==> config.mk <==
export PLATFORM = sky130hd
export DESIGN_NAME = usb_pkt_tx
export DESIGN_NICKNAME = d
export VERILOG_FILES = /design/src/rtl/usb_pkt_tx.sv
export SDC_FILE = /design/constraint.sdc
export NUM_CORES = 1
export LEC_CHECK = 0
export ABC_AREA = 1
export CELL_PAD_IN_SITES_DETAIL_PLACEMENT = 2
export CELL_PAD_IN_SITES_GLOBAL_PLACEMENT = 2
export CORE_AREA = 5 5 91 93
export CTS_BUF_LIST = sky130_fd_sc_hd__clkbuf_4 sky130_fd_sc_hd__clkbuf_8
export DETAILED_ROUTE_END_ITERATION = 10
export DIE_AREA = 0 0 96 98
export GPL_TIMING_DRIVEN = 0
export PLACE_DENSITY_LB_ADDON = 0.08
export SETUP_SLACK_MARGIN = 0.3
export SLEW_MARGIN = 20
export SYNTH_ARGS = -nofsm -noshare
export SYNTH_HDL_FRONTEND = slang
export SYNTH_SLANG_ARGS = --single-unit
export TNS_END_PERCENT = 30
==> constraint.sdc <==
create_clock -name clk -period 4 [get_ports clk]
set_input_delay 0.4 -clock clk [delete_from_list [all_inputs] [get_ports clk]]
set_output_delay 0.4 -clock clk [all_outputs]
set_load 0.05 [all_outputs]
==> src/rtl/usb_pkt_tx.sv <==
`timescale 1ns/1ps
// USB packet transmitter: serialises handshake (PID only) and data (PID, payload, CRC16) packets onto a UTMI byte bus.
// Latency: PID byte appears the cycle after acceptance; payload bytes pass straight through from pl_data to the UTM bus.
// Backpressure: every byte is held until utm_tx_ready; a payload byte is consumed only in the cycle the UTM takes it.

module usb_pkt_tx #(
    parameter int MAX_PKT = 64,
    parameter int GAP_CYC = 2
) (
    input  logic       clk,
    input  logic       rst,
    input  logic       hs_req,
    input  logic [3:0] hs_pid,
    output logic       hs_ack,
    input  logic       data_req,
    input  logic [3:0] data_pid,
    input  logic       data_zlp,
    output logic       data_ack,
    input  logic [7:0] pl_data,
    input  logic       pl_valid,
    input  logic       pl_last,
    output logic       pl_ready,
    output logic [7:0] utm_data_in,
    output logic       utm_tx_valid,
    input  logic       utm_tx_ready,
    output logic       pkt_done,
    output logic       tx_err,
    output logic       busy
);

    localparam int CW = $clog2(MAX_PKT + 1);
    localparam int GW = (GAP_CYC > 1) ? $clog2(GAP_CYC) : 1;
    localparam logic [CW-1:0] LAST_IDX = CW'(MAX_PKT - 1);
    localparam logic [GW-1:0] GAP_END  = GW'(GAP_CYC - 1);

    typedef enum logic [2:0] {
        S_IDLE,
        S_PID,
        S_DATA,
        S_CRC_LO,
        S_CRC_HI,
        S_GAP
    } state_t;

    state_t          r_state;
    logic            r_is_hs;
    logic            r_zlp;
    logic [15:0]     r_crc;
    logic [CW-1:0]   r_cnt;
    logic [GW-1:0]   r_gap;
    logic [7:0]      r_tx_byte;
    logic            r_tx_valid;

    logic            w_in_data;
    logic            w_take;
    logic            w_cnt_full;
    logic            w_end_pay;
    logic            w_ovl;
    logic            w_under;
    logic            w_hs_acc;
    logic            w_dt_acc;
    logic [15:0]     w_crc_nxt;

    // Reflected CRC16 (poly 0x8005 -> 0xA001) advanced by one byte, LSB first.
    function automatic logic [15:0] crc16_byte(input logic [15:0] c, input logic [7:0] d);
        logic [15:0] x;
        x = c ^ {8'h00, d};
        for (int k = 0; k < 8; k++) begin
            x = x[0] ? ((x >> 1) ^ 16'hA001) : (x >> 1);
        end
        return x;
    endfunction

    // Payload handshake, end-of-payload and error conditions, and IDLE-only arbitration.
    always_comb begin
        w_in_data  = (r_state == S_DATA);
        w_take     = w_in_data & pl_valid & utm_tx_ready;
        w_cnt_full = (r_cnt == LAST_IDX);
        w_end_pay  = w_take & (pl_last | w_cnt_full);
        w_ovl      = w_take & ~pl_last & w_cnt_full;
        w_under    = w_in_data & ~pl_valid;
        w_hs_acc   = rst & (r_state == S_IDLE) & hs_req;
        w_dt_acc   = rst & (r_state == S_IDLE) & ~hs_req & data_req;
        w_crc_nxt  = crc16_byte(r_crc, pl_data);
    end

    // Output decode: payload passes through in DATA, otherwise the registered byte drives the bus.
    always_comb begin
        hs_ack       = w_hs_acc;
        data_ack     = w_dt_acc;
        pl_ready     = rst & w_take;
        utm_tx_valid = w_in_data ? pl_valid : r_tx_valid;
        utm_data_in  = w_in_data ? (pl_valid ? pl_data : 8'h00) : r_tx_byte;
        pkt_done     = rst & utm_tx_ready & r_tx_valid &
                       (((r_state == S_PID) & r_is_hs) | (r_state == S_CRC_HI));
        tx_err       = rst & (w_under | w_ovl);
        busy         = (r_state != S_IDLE);
    end

    // Packet sequencer: loads the next byte to present whenever the current one is accepted.
    always_ff @(posedge clk) begin
        if (!rst) begin
            r_state    <= S_IDLE;
            r_is_hs    <= 1'b0;
            r_zlp      <= 1'b0;
            r_crc      <= 16'hFFFF;
            r_cnt      <= '0;
            r_gap      <= '0;
            r_tx_byte  <= 8'h00;
            r_tx_valid <= 1'b0;
        end else begin
            case (r_state)
                S_IDLE: begin
                    if (w_hs_acc) begin
                        r_is_hs    <= 1'b1;
                        r_zlp      <= 1'b0;
                        r_tx_byte  <= {~hs_pid, hs_pid};
                        r_tx_valid <= 1'b1;
                        r_crc      <= 16'hFFFF;
                        r_cnt      <= '0;
                        r_state    <= S_PID;
                    end else if (w_dt_acc) begin
                        r_is_hs    <= 1'b0;
                        r_zlp      <= data_zlp;
                        r_tx_byte  <= {~data_pid, data_pid};
                        r_tx_valid <= 1'b1;
                        r_crc      <= 16'hFFFF;
                        r_cnt      <= '0;
                        r_state    <= S_PID;
                    end
                end
                S_PID: begin
                    if (utm_tx_ready) begin
                        if (r_is_hs) begin
                            r_tx_byte  <= 8'h00;
                            r_tx_valid <= 1'b0;
                            r_gap      <= '0;
                            r_state    <= S_GAP;
                        end else if (r_zlp) begin
                            // Empty payload: CRC stays at its seed, so the complement is 0x0000.
                            r_tx_byte  <= ~r_crc[7:0];
                            r_tx_valid <= 1'b1;
                            r_state    <= S_CRC_LO;
                        end else begin
                            r_tx_byte  <= 8'h00;
                            r_tx_valid <= 1'b0;
                            r_state    <= S_DATA;
                        end
                    end
                end
                S_DATA: begin
                    if (w_under) begin
                        // Source ran dry: drop tx_valid so the UTM truncates the packet.
                        r_gap   <= '0;
                        r_state <= S_GAP;
                    end else if (w_take) begin
                        r_crc <= w_crc_nxt;
                        r_cnt <= r_cnt + CW'(1);
                        if (w_end_pay) begin
                            r_tx_byte  <= ~w_crc_nxt[7:0];
                            r_tx_valid <= 1'b1;
                            r_state    <= S_CRC_LO;
                        end
                    end
                end
                S_CRC_LO: begin
                    if (utm_tx_ready) begin
                        r_tx_byte <= ~r_crc[15:8];
                        r_state   <= S_CRC_HI;
                    end
                end
                S_CRC_HI: begin
                    if (utm_tx_ready) begin
                        r_tx_byte  <= 8'h00;
                        r_tx_valid <= 1'b0;
                        r_gap      <= '0;
                        r_state    <= S_GAP;
                    end
                end
                S_GAP: begin
                    if (r_gap == GAP_END) begin
                        r_state <= S_IDLE;
                    end else begin
                        r_gap <= r_gap + GW'(1);
                    end
                end
                default: begin
                    r_tx_valid <= 1'b0;
                    r_tx_byte  <= 8'h00;
                    r_state    <= S_IDLE;
                end
            endcase
        end
    end

endmodule

Word level (Yosys, flattened, before mapping)

Index checks and enable logic that the tools add are counted.

Register bits after elaboration: 38
Bits in latches: 0
RAM bits: 0
ROM bits: 0
Bits of input ports: 24
Output and inout bits: 15
Word-level logic and storage cells: 141
Memories kept: 0

Add/sub/neg operators: 2
Multiply operators: 0
Divide/modulo/power cells: 0
Order comparisons: 0
Equality and inequality tests: 18
Shifts and indexed selects: 0
Muxes and demuxes: 63
Bitwise operators: 38
Reduce and logical (&&, ||, !) cells: 12

Operators with widths:

| operator                                               | count |
|---|---|
| 2-to-1 mux 16 bit                                      | 12 |
| 2-to-1 mux 8 bit                                       | 12 |
| case mux 8 bit (6 select lines)                        | 1 |
| case mux 16 bit (2 select lines)                       | 1 |
| 2-to-1 mux 3 bit                                       | 10 |
| 2-to-1 mux 7 bit                                       | 4 |
| inverter 2 -> 3 bit                                    | 8 |
| inverter 8 bit                                         | 3 |
| 2-to-1 mux 1 bit                                       | 19 |
| case mux 3 bit (6 select lines)                        | 1 |
| AND 1 bit                                              | 16 |
| bitwise XOR 16 x 8 -> 16 bit                           | 1 |
| case mux 7 bit (2 select lines)                        | 1 |
| AND reduction 7 bit                                    | 2 |
| inequality test 2 bit (second input constant)          | 6 |
| inverter 4 bit                                         | 2 |
| AND reduction 8 bit                                    | 1 |
| adder 7 x 1 -> 7 bit (second input constant)           | 1 |
| equality test 7 x 6 -> 1 bit (second input constant)   | 1 |
| equality test 3 x 2 -> 1 bit (second input constant)   | 2 |
| equality test 3 bit (second input constant)            | 2 |
| inequality test 2 x 1 -> 1 bit (second input constant) | 3 |
| inequality test 3 x 1 -> 1 bit (second input constant) | 2 |
| inverter 1 bit                                         | 5 |
| other kinds (14)                                       | 17 |

Logic depth before layout (Yosys ltp)

Word-level depth: 22
Depth in mapped cells: 16
Mapped depth without buffers: 16

Worst setup path before layout

OpenSTA, ideal clock, no wires.

Path kind: register to output
Start point: register r_state[1]
End point: output utm_data_in[0]
Arrival time: 2.275 ns
Data required time: 3.600 ns
Setup slack: 1.325 ns
Cell stages (with the launch flop): 10
Buffers on the path: 1
Cells stage by stage: dfxtp_1 > inv_1 > nor2_1 > inv_2 > nor2_2 > buf_6 > inv_2 > nor2_8 > inv_1 > o21ai_0

Word-level cells in the longest chain between the ends: 2

RTL lines:

| element                      | RTL line | text |
|---|---|---|
| from (decl)                  | 45       | `state_t r_state;` |
| from (signal assigned)       | 103      | `r_state <= S_IDLE;` |
| from (signal assigned)       | 121      | `r_state <= S_PID;` |
| from (signal assigned)       | 129      | `r_state <= S_PID;` |
| equality test 3 x 2 -> 1 bit | 76       | `w_in_data = (r_state == S_DATA);` |
| 2-to-1 mux 8 bit             | 93       | `utm_data_in = w_in_data ? (pl_valid ? pl_data : 8'h00) : r_tx_byte;` |
| to (decl)                    | 23       | `output logic [7:0] utm_data_in,` |

No other way between the ends.

Final worst setup path

Ends and elaborated chain as after synthesis.

==> insert_results.sql <==
INSERT INTO impl_metrics (metric_group, metric, value, unit) VALUES
('global_route', 'first_global_vias', '2814', ''),
('global_route', 'gr-total-overflow', '0', ''),
('cts', 'root_buffer', 'clkbuf_8', ''),
('synthesis', 'synth_edf_count', '0', ''),
('drt', 'drc_errors', '0', ''),
('sta', 'setup_tns', '0', 'ns'),
('min_path', 'hold_end', 'r_tx_byte[2]', ''),
('floorplanning', 'die_x', '96', 'um'),
('global_route', 'grt_util_all_layers', '20.04', '%'),
('cts', 'cts.sinks', '38', ''),
('critical_path', 'setup.worst_path.end_class', 'output port', ''),
('sta', 'clock_skew', '0.008833', 'ns'),
('synthesis', 'yosys.area_share.adder', '0.5348', '%'),
('sta', 'time_the_final_worst_path_needs_with_i_o_delays_and_setup', '3.359', 'ns'),
('global_route', 'grt_first_pass_wirelength', '14.58', 'mm'),
('sta', 'hold_viol_final', '0', ''),
('sta', 'finalHoldWorstSlack', '0.4711', 'ns'),
('cts', 'cts.repair_timing.setup_buffer_count', '0', ''),
('synthesis', 'combinational_family_with_the_most_area_after_synthesis', 'simple AND/OR/NAND/NOR gates', ''),
('synthesis', 'post_synth_xor_area_fraction', '4.118', '%'),
('global_route', 'antenna_violations_before_repair', '0', ''),
('drt', 'num_vias', '2511', ''),
('cts', 'clkLatencyLatePin', '0.30', 'ns'),
('min_path', 'worstHoldStart', 'r_tx_byte[2]', ''),
('critical_path', 'largest_incremental_delay_on_the_critical_path', '0.85', 'ns'),
('cts', 'htree_num_levels', '2', ''),
('synthesis', 'muxShareOfSynthArea', '0.4278', '%'),
('cts', 'clock_edge_transition_at_the_registers_on_the_reported_setup_and_hold_paths', '0.08', 'ns'),
('critical_path', 'timing.critical_path.from_type', 'register', ''),
('critical_path', 'crit_fanout', '10', ''),
('synthesis', 'yosys_reg_bits', '38', ''),
('min_path', 'min_delay_path_depth', '2', ''),
('synthesis', 'syn_nets', '363', ''),
('floorplanning', 'die_h', '98', 'um'),
('critical_path', 'critical_path_class', 'reg -> out', ''),
('critical_path', 'worst_path_cell_chain', 'inv_1, nor2_1, inv_2, nor2_2, buf_6, inv_2, nor2_8, inv_1, o21ai_0, clkdlybuf4s50_1', ''),
('critical_path', 'cp_data_required_time', '3.60', 'ns'),
('cts', 'clk_path_buf_depth', '2', ''),
('floorplanning', 'placement_rows', '32', ''),
('sta', 'period_share', '83.97', '%'),
('sta', 'setup_viol', '0', ''),
('critical_path', 'worstReg2RegEnd', 'r_tx_byte[4]', ''),
('cts', 'cts_tree', 'done', ''),
('critical_path', 'worst-endpoint-arrival', '2.96', 'ns'),
('global_route', 'grt_start_max_net_pins', '13', ''),
('job', 'max-cap-violations', '0', ''),
('synthesis', 'ys_async_sr_fraction', '0', '%'),
('power_and_ir_drop', 'power_per_cell_area', '738.6', 'nW/um^2'),
('critical_path', 'r2r_setup_slack', '1.83', 'ns'),
('layout', 'areaGrowthSynthToFinish', '26.36', '%'),
('sta', 'slew_headroom', '55.38', '%'),
('synthesis', 'synthDistinctLibCells', '42', ''),
('layout', 'antennaDiodeCount', '0', ''),
('cts', 'cts-buffers-inserted', '5', ''),
('critical_path', 'crit_start', 'r_state[1]', ''),
('run_status', 'outcome', 'complete, no violations', ''),
('drt', 'avgRoutedWirePerCell', '17.80', 'um'),
('synthesis', 'ys.warnings.count', '0', ''),
('sta', 'max_freq', '297.7', 'MHz'),
('sta', 'slew_viols_final', '0', ''),
('place', 'gp_routability_congestion', '0.7613', ''),
('power_and_ir_drop', 'power.ir.vdd_worst', '0.2520', 'mV'),
('cts', 'cts_resized', '0', ''),
('floorplanning', 'die_area', '9408', 'um^2'),
('cts', 'ctsHoldBuffers', '0', ''),
('layout', 'final_nets', '408', ''),
('power_and_ir_drop', 'pleak', '1.235', 'nW'),
('layout', 'drive_gt1_share', '11.98', '%'),
('sta', 'rsz_0062_raised_after_global_routing', 'no', ''),
('synthesis', 'synth_area', '2340', 'um^2'),
('min_path', 'worst_hold_path_type', 'reg -> reg', '');
==> worst max-delay path, delay by kind of cell, from the launching register on <==
kind	cells	cell delay (ns)
flops	1	0.41
buf+inv	6	1.49
compound gates	1	0.27
simple gates	3	0.49
==> metal layers <==
layer	part of all wire, %	track usage [%]
met5	0	0
met3	2.9	3.236
met4	1.5	4.923
met2	50	34.20
met1	46	25.97
==> final cells by class <==
| class | count | area, um^2 | area share (%) |
|---|---|---|---|
| flip-flops and latches | 38 | 760.7 | 25.73 |
| inverters | 44 | 167.7 | 5.671 |
| repair buffers | 38 | 380.4 | 12.86 |
| well taps | 102 | 127.6 | 4.317 |
| plain buffers | 9 | 45.04 | 1.523 |
| clock buffers | 5 | 68.82 | 2.328 |
| clock inverters | 3 | 40.04 | 1.354 |
| multi-input cells | 247 | 1366 | 46.21 |
==> report_power, final <==
part	leakage [nW]	switching (W)	total, W	internal (W)
sequential	0.312	0.0000882	0.000571	0.000483
combinational	0.866	0.000863	0.00128	0.000413
clock	0.0579	0.000152	0.000336	0.000184
total	1.24	0.00110	0.00218	0.00108
==> state kept, by name, indices dropped and copies added (netlist names) <==
signal / flops
r_crc: 16
r_tx_byte: 8
r_cnt: 7
r_state: 3
r_gap: 1
r_is_hs: 1
r_tx_valid: 1
r_zlp: 1
==> cells in the final DEF, fill, tap and decap left out, types with 6 or more instances in the layout <==
cell              n
nand2_1          71
clkdlybuf4s50_1  38
dfxtp_1          38
nand3_1          35
inv_1            30
a21oi_1          27
nor2_1           18
o21ai_0          16
o21ai_1          15
inv_2            13
a22o_1            6
xnor2_1           6
==> logic make-up (layout without fill, tap and decap cells) <==
logic type / count (synthesis) / count (layout)
buf+inv: 53 / 99
mux: 1 / 1
fa+ha+maj: 1 / 1
xor+xnor: 11 / 11
compound gates: 85 / 85
simple gates: 149 / 149
flops: 38 / 38
==> synthesized netlist by cell type (all sizes together), types with 6 or more instances <==
master and instances:
nand3 38, inv 44, xnor2 6, a21oi 27
nor3 6, dfxtp 38, a22o 6, o21ai 33
nor2 23, nand2 75
==> worst max-delay path by stage <==
stage	endpoint	slack, ns	cells past startpoint
floorplan	utm_data_in[0]	1.32	9
global placement	pkt_done	0.93	5
detailed placement	pkt_done	0.88	5
CTS	utm_data_in[0]	0.57	10
global route	utm_data_in[0]	0.40	10
finish	utm_data_in[0]	0.64	10
==> stage by stage <==
step,cells,cell area (um^2),setup slack [ns]
floorplan,338,2340,1.325
global placement,478,2848,0.9329
detailed placement,478,2848,0.8782
CTS,486,2957,0.5713
global route,486,2957,0.3992
finish,486,2957,0.6411
Power figures use the tool's default switching activity.
